==> config.mk <==
export PLATFORM = sky130hd
export DESIGN_NAME = reg_file_param_flat
export DESIGN_NICKNAME = d
export VERILOG_FILES = /design/src/rtl/reg_file_pkg.sv /design/src/rtl/reg_file_if.sv /design/src/rtl/reg_file_clear_ctrl.sv /design/src/rtl/reg_file_param.sv /design/src/flat_wrapper.sv
export SDC_FILE = /design/constraint.sdc
export NUM_CORES = 1
export LEC_CHECK = 0
export CAP_MARGIN = 20
export CORE_ASPECT_RATIO = 0.75
export CORE_MARGIN = 3
export CORE_UTILIZATION = 52
export DETAILED_ROUTE_END_ITERATION = 6
export GPL_TIMING_DRIVEN = 0
export PLACE_DENSITY = 0.8
export SKIP_LAST_GASP = 1
export SYNTH_ARGS = -nofsm -noshare
export SYNTH_HDL_FRONTEND = slang
export SYNTH_SLANG_ARGS = --single-unit
==> constraint.sdc <==
create_clock -name CLK -period 1.8 [get_ports CLK]
set_input_delay 0.18 -clock CLK [delete_from_list [all_inputs] [get_ports CLK]]
set_output_delay 0.18 -clock CLK [all_outputs]
set_load 0.005 [all_outputs]
==> src/rtl/reg_file_pkg.sv <==
// Shared types and constants for the parametrised register file.
// Holds the clear-sweep state encoding and the default geometry.
package reg_file_pkg;

    typedef enum logic {
        IDLE,
        CLEARING
    } clr_state_t;

    localparam int DEF_DATA_W = 8;
    localparam int DEF_ADDR_W = 3;
    localparam int MAX_DATA_W = 256;

    // Callers narrow this to their own width with a size cast.
    function automatic logic [MAX_DATA_W-1:0] zero_data();
        return '0;
    endfunction

endpackage

==> src/rtl/reg_file_if.sv <==
// Bus bundle for the register file: one write port, two read ports and the clear controls.
interface reg_file_if
    import reg_file_pkg::*;
#(
    parameter int DATA_W = DEF_DATA_W,
    parameter int ADDR_W = DEF_ADDR_W
);
    logic              WRITE;
    logic [ADDR_W-1:0] INADDRESS;
    logic [DATA_W-1:0] IN;
    logic [ADDR_W-1:0] OUT1ADDRESS;
    logic [ADDR_W-1:0] OUT2ADDRESS;
    logic [DATA_W-1:0] OUT1;
    logic [DATA_W-1:0] OUT2;
    logic              CLEAR;
    logic              BUSY;
    logic              WR_DROP;

    modport master (
        output WRITE, INADDRESS, IN, OUT1ADDRESS, OUT2ADDRESS, CLEAR,
        input  OUT1, OUT2, BUSY, WR_DROP
    );

    modport slave (
        input  WRITE, INADDRESS, IN, OUT1ADDRESS, OUT2ADDRESS, CLEAR,
        output OUT1, OUT2, BUSY, WR_DROP
    );

endinterface

==> src/rtl/reg_file_clear_ctrl.sv <==
// Bulk-clear sequencer: sweeps every register to zero one per cycle and
// rejects writes while the sweep runs, reporting each rejection a cycle later.
module reg_file_clear_ctrl
    import reg_file_pkg::*;
#(
    parameter int ADDR_W = DEF_ADDR_W
) (
    input  logic              CLK,
    input  logic              RESET,
    input  logic              clear,
    input  logic              write,
    output logic              busy,
    output logic              wr_drop,
    output logic              write_ok,
    output logic              clr_strobe,
    output logic [ADDR_W-1:0] clr_index
);

    localparam int DEPTH = 1 << ADDR_W;

    clr_state_t        state, state_nxt;
    logic [ADDR_W-1:0] index_nxt;
    logic              drop_nxt;

    always_ff @(posedge CLK or posedge RESET) begin
        if (RESET) begin
            state     <= IDLE;
            clr_index <= '0;
            wr_drop   <= 1'b0;
        end else begin
            state     <= state_nxt;
            clr_index <= index_nxt;
            wr_drop   <= drop_nxt;
        end
    end

    // A CLEAR seen in IDLE still lets that edge's write through; the sweep
    // starts on the following edge and ignores further CLEAR requests.
    always_comb begin
        state_nxt  = state;
        index_nxt  = clr_index;
        drop_nxt   = 1'b0;
        write_ok   = 1'b0;
        clr_strobe = 1'b0;
        case (state)
            IDLE: begin
                write_ok = write;
                if (clear) begin
                    state_nxt = CLEARING;
                    index_nxt = '0;
                end
            end
            CLEARING: begin
                clr_strobe = 1'b1;
                drop_nxt   = write;
                index_nxt  = clr_index + 1'b1;
                if (clr_index == ADDR_W'(DEPTH - 1)) begin
                    state_nxt = IDLE;
                end
            end
            default: begin
                state_nxt = IDLE;
            end
        endcase
    end

    assign busy = (state == CLEARING);

endmodule

==> src/rtl/reg_file_param.sv <==
// Parametrised two-read/one-write register file with optional zero register,
// registered reads, write-to-read forwarding and a sequenced bulk clear.
module reg_file_param
    import reg_file_pkg::*;
#(
    parameter int DATA_W   = DEF_DATA_W,
    parameter int ADDR_W   = DEF_ADDR_W,
    parameter int READ_REG = 0,
    parameter int BYPASS   = 1,
    parameter int R0_ZERO  = 0
) (
    input  logic     CLK,
    input  logic     RESET,
    reg_file_if.slave bus
);

    localparam int DEPTH = 1 << ADDR_W;

    logic [DATA_W-1:0] regs [DEPTH];
    logic              write_ok;
    logic              write_commit;
    logic              clr_strobe;
    logic [ADDR_W-1:0] clr_index;
    logic [DATA_W-1:0] rd1;
    logic [DATA_W-1:0] rd2;

    reg_file_clear_ctrl #(
        .ADDR_W(ADDR_W)
    ) u_clear_ctrl (
        .CLK       (CLK),
        .RESET     (RESET),
        .clear     (bus.CLEAR),
        .write     (bus.WRITE),
        .busy      (bus.BUSY),
        .wr_drop   (bus.WR_DROP),
        .write_ok  (write_ok),
        .clr_strobe(clr_strobe),
        .clr_index (clr_index)
    );

    // Writes aimed at a hardwired-zero r0 are accepted but simply not stored.
    assign write_commit = write_ok && !((R0_ZERO != 0) && (bus.INADDRESS == '0));

    always_ff @(posedge CLK or posedge RESET) begin
        if (RESET) begin
            for (int i = 0; i < DEPTH; i++) begin
                regs[i] <= '0;
            end
        end else if (clr_strobe) begin
            regs[clr_index] <= '0;
        end else if (write_commit) begin
            regs[bus.INADDRESS] <= bus.IN;
        end
    end

    // Forwarding only happens for an accepted write, so it is off during a sweep.
    function automatic logic [DATA_W-1:0] read_port(
        input logic [ADDR_W-1:0] addr,
        input logic [DATA_W-1:0] stored,
        input logic              wok,
        input logic [ADDR_W-1:0] waddr,
        input logic [DATA_W-1:0] wdata
    );
        if ((R0_ZERO != 0) && (addr == '0)) begin
            return DATA_W'(zero_data());
        end
        if ((BYPASS != 0) && wok && (addr == waddr)) begin
            return wdata;
        end
        return stored;
    endfunction

    assign rd1 = read_port(bus.OUT1ADDRESS, regs[bus.OUT1ADDRESS], write_ok,
                           bus.INADDRESS, bus.IN);
    assign rd2 = read_port(bus.OUT2ADDRESS, regs[bus.OUT2ADDRESS], write_ok,
                           bus.INADDRESS, bus.IN);

    generate
        if (READ_REG != 0) begin : g_read_reg
            logic [DATA_W-1:0] out1_q;
            logic [DATA_W-1:0] out2_q;

            always_ff @(posedge CLK or posedge RESET) begin
                if (RESET) begin
                    out1_q <= '0;
                    out2_q <= '0;
                end else begin
                    out1_q <= rd1;
                    out2_q <= rd2;
                end
            end

            assign bus.OUT1 = out1_q;
            assign bus.OUT2 = out2_q;
        end else begin : g_read_comb
            assign bus.OUT1 = rd1;
            assign bus.OUT2 = rd2;
        end
    endgenerate

endmodule

==> src/flat_wrapper.sv <==
// flat-port wrapper written by rule: the top's interface ports become plain ports
module reg_file_param_flat import reg_file_pkg::*;
#(
    parameter int DATA_W   = DEF_DATA_W,
    parameter int ADDR_W   = DEF_ADDR_W,
    parameter int READ_REG = 0,
    parameter int BYPASS   = 1,
    parameter int R0_ZERO  = 0
)
  (CLK, RESET, bus_WRITE, bus_INADDRESS, bus_IN, bus_OUT1ADDRESS, bus_OUT2ADDRESS, bus_CLEAR, bus_OUT1, bus_OUT2, bus_BUSY, bus_WR_DROP);
  reg_file_if #(.DATA_W(DATA_W), .ADDR_W(ADDR_W)) bus_i ();
  input  logic CLK;
  input  logic RESET;
  input wire logic [$bits(bus_i.WRITE)-1:0] bus_WRITE;
  input wire logic [$bits(bus_i.INADDRESS)-1:0] bus_INADDRESS;
  input wire logic [$bits(bus_i.IN)-1:0] bus_IN;
  input wire logic [$bits(bus_i.OUT1ADDRESS)-1:0] bus_OUT1ADDRESS;
  input wire logic [$bits(bus_i.OUT2ADDRESS)-1:0] bus_OUT2ADDRESS;
  input wire logic [$bits(bus_i.CLEAR)-1:0] bus_CLEAR;
  output wire logic [$bits(bus_i.OUT1)-1:0] bus_OUT1;
  output wire logic [$bits(bus_i.OUT2)-1:0] bus_OUT2;
  output wire logic [$bits(bus_i.BUSY)-1:0] bus_BUSY;
  output wire logic [$bits(bus_i.WR_DROP)-1:0] bus_WR_DROP;
  assign bus_i.WRITE = bus_WRITE;
  assign bus_i.INADDRESS = bus_INADDRESS;
  assign bus_i.IN = bus_IN;
  assign bus_i.OUT1ADDRESS = bus_OUT1ADDRESS;
  assign bus_i.OUT2ADDRESS = bus_OUT2ADDRESS;
  assign bus_i.CLEAR = bus_CLEAR;
  assign bus_OUT1 = bus_i.OUT1;
  assign bus_OUT2 = bus_i.OUT2;
  assign bus_BUSY = bus_i.BUSY;
  assign bus_WR_DROP = bus_i.WR_DROP;
  reg_file_param #(.DATA_W(DATA_W), .ADDR_W(ADDR_W), .READ_REG(READ_REG), .BYPASS(BYPASS), .R0_ZERO(R0_ZERO)) u_core (.CLK(CLK), .RESET(RESET), .bus(bus_i));
endmodule
-- After elaboration in Yosys (flattened, before gate mapping)
Cells that the tools add are included.
- word-level logic and storage cells: 61
- output and inout bits: 18
- input port bits: 21
- flip-flop bits (word level): 69
- reduce and logical (&&, ||, !) cells: 5
- add/sub/neg operators: 1
- magnitude comparators: 6
- eq/ne operators: 4
- muxes and demuxes: 27
- bitwise logic cells: 7
- operator list (operator ; number):
    $mux W64 ; 2
    $mux W8 ; 10
    $and A64 B64 Y64 ; 1
    $bwmux W64 ; 1
    $not A64 Y64 ; 1
    $bmux W8 S3 ; 2
    $demux W8 S3 ; 2
    $ge A4 B4 Y1 const B ; 4
    $not A3 Y4 ; 4
    $lt A4 B1 Y1 const B ; 2
    $mux W1 ; 7
    $eq A3 B3 Y1 ; 2
    $pmux W3 S2 ; 1
    $logic_and A1 B1 Y1 ; 4
    $add A3 B1 Y3 const B ; 1
    $eq A3 B3 Y1 const B ; 1
    $mux W3 ; 1
    $ne A2 B2 Y1 const B ; 1
    $pmux W1 S2 ; 1
    $reduce_bool A2 Y1 ; 1
    $not A1 Y1 ; 1

-- Depth between registers and ports, before layout
- depth after elaboration: 8
- mapped depth: 5
- depth with buffers taken out: 4

-- Modules after synthesis
A second synthesis with hierarchy kept.
- cell total of the unflattened synthesis: 274
- area, all modules: 4053.9 sq um
- by module, submodules not included (module ; area each (sq um) ; cells an instance ; times used ; sequential area each (sq um)):
    reg_file_param ; 3821.2 ; 257 ; 1 ; 1601.5
    reg_file_clear_ctrl ; 232.7 ; 17 ; 1 ; 125.1

-- Worst setup path after synthesis
No wires, ideal clock.
- path kind: input to output
- start: input port bus_OUT1ADDRESS[1]
- end: output port bus_OUT1[1]
- data required time: 1620 ps
- cell stages on the path: 5
- arrival: 1428 ps
- setup slack: 192 ps
- buffers on the path: 2
- cells stage by stage: buf_6 buf_12 mux4_2 mux2_2 mux2_4
- cells in the longest elaborated chain, start to end: 5
- elaborated cells between the ends (all ways): 8
- those cells by class: eq/ne: 1; mux: 5; bitwise: 1; reduce/logical: 1
- RTL lines (element ; line ; RTL):
    from (decl) ; flat_wrapper.sv:17 ; input wire logic [$bits(bus_i.OUT1ADDRESS)-1:0] bus_OUT1ADDRESS;
    $not A3 Y4 (not written as such) ; reg_file_param.sv:73 ; assign rd1 = read_port(bus.OUT1ADDRESS, regs[bus.OUT1ADDRESS], write_ok,
    $bmux W8 S3 ; reg_file_param.sv:73 ;
    $mux W8 (not written as such) (2 in a row) ; reg_file_param.sv:73 ;
    $mux W8 * ; reg_file_param.sv:70 ; return stored;
    to (decl) ; flat_wrapper.sv:20 ; output wire logic [$bits(bus_i.OUT1)-1:0] bus_OUT1;
Mark *: on every way between the ends. The rest lies on a longest branch, timed or not. The select of a mux whose other input is x is not followed.

-- Worst setup path after layout
- start: register u_core.regs[33] (netlist name)
- end: output port bus_OUT1[1]
- cells in the longest elaborated chain, start to end: 4
- RTL lines (element ; line ; RTL):
    from (decl) ; reg_file_param.sv:19 ; logic [DATA_W-1:0] regs [DEPTH];
    from (signal, indexed assignment) ; reg_file_param.sv:52 ; regs[bus.INADDRESS] <= bus.IN;
    $bmux W8 S3 ; reg_file_param.sv:73 ;
    $mux W8 (not written as such) (2 in a row) ; reg_file_param.sv:73 ;
    $mux W8 ; reg_file_param.sv:70 ;
No other way between the ends. The select of a mux whose other input is x is not followed.

==> metrics.md <==
| Metric | Value |
|---|---|
| Crit path launch type | register |
| CP arrival | 2010 ps |
| Setup violators final | 16 |
| Most common cell after layout, fill and taps aside | dfrtp_1 |
| Largest net degree at the start of global routing | 40 |
| Post-synthesis xor/xnor area fraction | 0.0130 |
| GP Congestion | 0.845 |
| Worst slack, placed | -973 ps |
| Avg Inst Size Synth | around 15 um2 |
| Largest cells by area after synthesis | dfrtp_1, a22o_1, mux4_1, mux4_2, mux2_2 |
| Core box area | 7430 um2 |
| Fin. max-slew vios | 0 |
| Critical path class | register to output pin |
| Final worst-path cycle share | 1.22 |
| DRT antenna net count | 0 |
| Top FF cell, synth | dfrtp_1 |
| Clock-pin slew on the worst setup and hold paths | 80 ps |
| Fin crit period | 2190 ps |
| Initial Utilization | 0.544 |
| Layout cells sized above 1 | 0.486 |
| Status | finished with violations |
| CTS buffer count | 9 |
| Post-DR wirelength/cell | 26.2 um |
| Die Ht | 82.4 um |
| Reg2reg setup slack | 10 ps |
| Leak | 0.00240 uW |
| Clk Latency, worst-skew pair | 360 ps |
| Worst slew margin | 0.522 |
| Fillers | 485 |
| Die area | roughly 8900 um2 |
| Clock root cell | clkbuf_8 |
| Compound-cell area share of the yosys netlist | 0.154 |
| Number of global-route vias before repair | approximately 3,200 |
| Post-synthesis sequential area ratio | 0.427 |
| Antenna cell count | 0 |
| Final Hold Vio Count | 0 |
| Row count | 27 |
| Number of synthesized flops with an enable pin | 0 |
| Violated checks | negative setup slack |
| Die width | between 100 and 150 um |
| Register bit total from synthesis | 69 |
| Unrepaired setup endpoints after global routing | yes |
| Cell taking the most area after synthesis | dfrtp_1 |
| Power per cell area | ~1300 nW/um2 |
| Largest family of logic cells by synthesized area | multiplexers |
| Share of synthesized flip-flops with an asynchronous set or reset | 1.00 |
| Synthesis-to-layout area growth | 29.9% |
| Clk sinks | 69 |
| Routed via count | 3,100 |
| Clock skew | 5.23 ps |
| Commonest non-fill, non-tap cells in the layout | dfrtp_1, a22o_1, mux4_2, mux2_4, buf_4 |
| Placed cells | 402 |
| CP Launch Point | u_core.regs[33]$_DFFE_PP0P_ |
| Peak VDD IR | 0.000679 V |
| Mapped Nets | 299 |
| Grt total ovfl | 0 |
| First-pass GRT wire length | 18.1 mm |
| Fin nets | 370 |
| Worst-Margin Slew | 716 ps |
| Cells after Synth | 276 |
| Setup TNS | -5060 ps |
| Crit end category | output pin |
| Worst reg2reg startpoint | u_core.u_clear_ctrl.busy$_DFF_PP0_ |
| Fin cells | ~450 |
| IO buf count | 24 |
| Overall fraction of global-route tracks in use | 0.284 |
| Max_cap viols | 0 |
| DRC Markers | 0 |
| CTS Hold Buffers Added | 0 |
| Router iterations before antenna repair | 5 |
| CTS tree | built |
| Mux contribution to synthesized area | 0.302 |
| Final worst setup slack | -394 ps |
| Req. time, crit path | ~1600 ps |
| H-tree levels | 3 |
| Ports | 39 |
| Post-layout total power | 7030 uW |
| Detail Placement HPWL | 7.05 mm |
| Final wirelength | 11.9 mm |
| FMAX | around 460 MHz |
| Synth Area in Adders | 0.00619 |
| Initial antenna violation count | 0 |
| HP Class | input port to async pin |
| Simple-gate portion of the synthesized area | 0.0560 |
| Worst-path fanout max | 2 |
| Vias/cell | ~6.8 |
| Ys Warns | 0 |
| Clk buf depth | 2 |
| Count of cell types in the netlist | 35 |
| Post-Syn Area | a little over 4000 um2 |
| Yosys top cell area share | 0.427 |
| Initial DRC Count | roughly 270 |
[routing by layer]
| metal | GRT usage | vias up | routed length, um |
|---|---|---|---|
| met5 | 0 | - | 0 |
| met4 | 0.129 | 0 | 324 |
| met3 | 0.0707 | 40 | 1250 |
| met2 | 0.453 | 206 | 5640 |
| met1 | 0.373 | 1590 | 4670 |
| li1 | - | 1264 | - |
[worst max-delay path: stages, from the launching register on]
cell and delay [ps]:
dfrtp_1 400, buf_6 130, mux4_2 460, mux2_4 280, mux2_4 260, buf_6 120
[timing repair]
item / 4_1_cts / 5_1_grt
buffers inserted: 30 / 5
resized for setup: 140 / 23
setup endpoints to repair: 80 / 74
pin swaps: 2 / 1
[Yosys cell counts (4+ instances only)]
cell type  number
mux4_2         12
a22o_1         64
dfrtp_1        69
a21oi_1         6
mux2_2         21
mux2_4         12
clkbuf_1        4
buf_2           4
xnor2_1         6
nor2_1          9
mux4_1         20
buf_1           8
[where the power goes]
group | internal [uW] | leakage [uW] | total, uW | switching [uW]
Clock | 1240 | 0.000143 | 1880 | 639
Sequential | 1990 | 0.000942 | 2410 | 421
Combinational | 1600 | 0.00132 | 2740 | 1140
Total | 4830 | 0.00240 | 7030 | 2200
[stage by stage]
stage | hold slack [ps] | util | cell area, um2
after global placement | 488 | 0.594 | 4410
after CTS | 299 | 0.684 | 5080
after floorplan | 266 | - | 4050
after detailed placement | 498 | 0.596 | 4430
after global routing | 320 | 0.707 | 5250
final | 277 | 0.707 | 5250
[kinds of logic (layout without fill, tap and decap cells)]
group	Yosys count	count (layout)
muxes	66	66
AOI/OAI and AO/OA	74	74
DFF	69	69
adders and majority gates	2	2
buffers and inverters	25	101
and+or+nand+nor	34	34
xor gates and xnor gates	6	6
[state kept, by name, indices dropped and copies added, names as in the netlist]
signal,count
u_core.u_clear_ctrl.clr_index,3
u_core.regs,64
u_core.u_clear_ctrl.wr_drop,1
u_core.u_clear_ctrl.busy,1
[area by class of cell]
cell class	instances	area, um2	area share
Clock buffer	10	138	0.0262
Inverter	3	15.0	0.00286
Buffer	22	168	0.0319
Sequential cell	69	1730	0.329
Clock inverter	6	158	0.0300
Timing Repair Buffer	60	594	0.113
Tap cell	101	126	0.0241
Multi-Input combinational cell	182	2330	0.443
[worst paths after layout]
| check | cells after the start | endpoint |
|---|---|---|
| worst max-delay path | 5 | bus_OUT1[1] |
| worst min-delay path | 2 | u_core.regs[13]$_DFFE_PP0P_ |
| worst max register to register | 5 | u_core.regs[52]$_DFFE_PP0P_ |
| worst min register to register | 1 | u_core.regs[7]$_DFFE_PP0P_ |
| max in group asynchronous | 3 | u_core.regs[55]$_DFFE_PP0P_ |
| min in group CLK | 2 | u_core.regs[14]$_DFFE_PP0P_ |
Note: power is estimated with default switching activity, not from simulation.
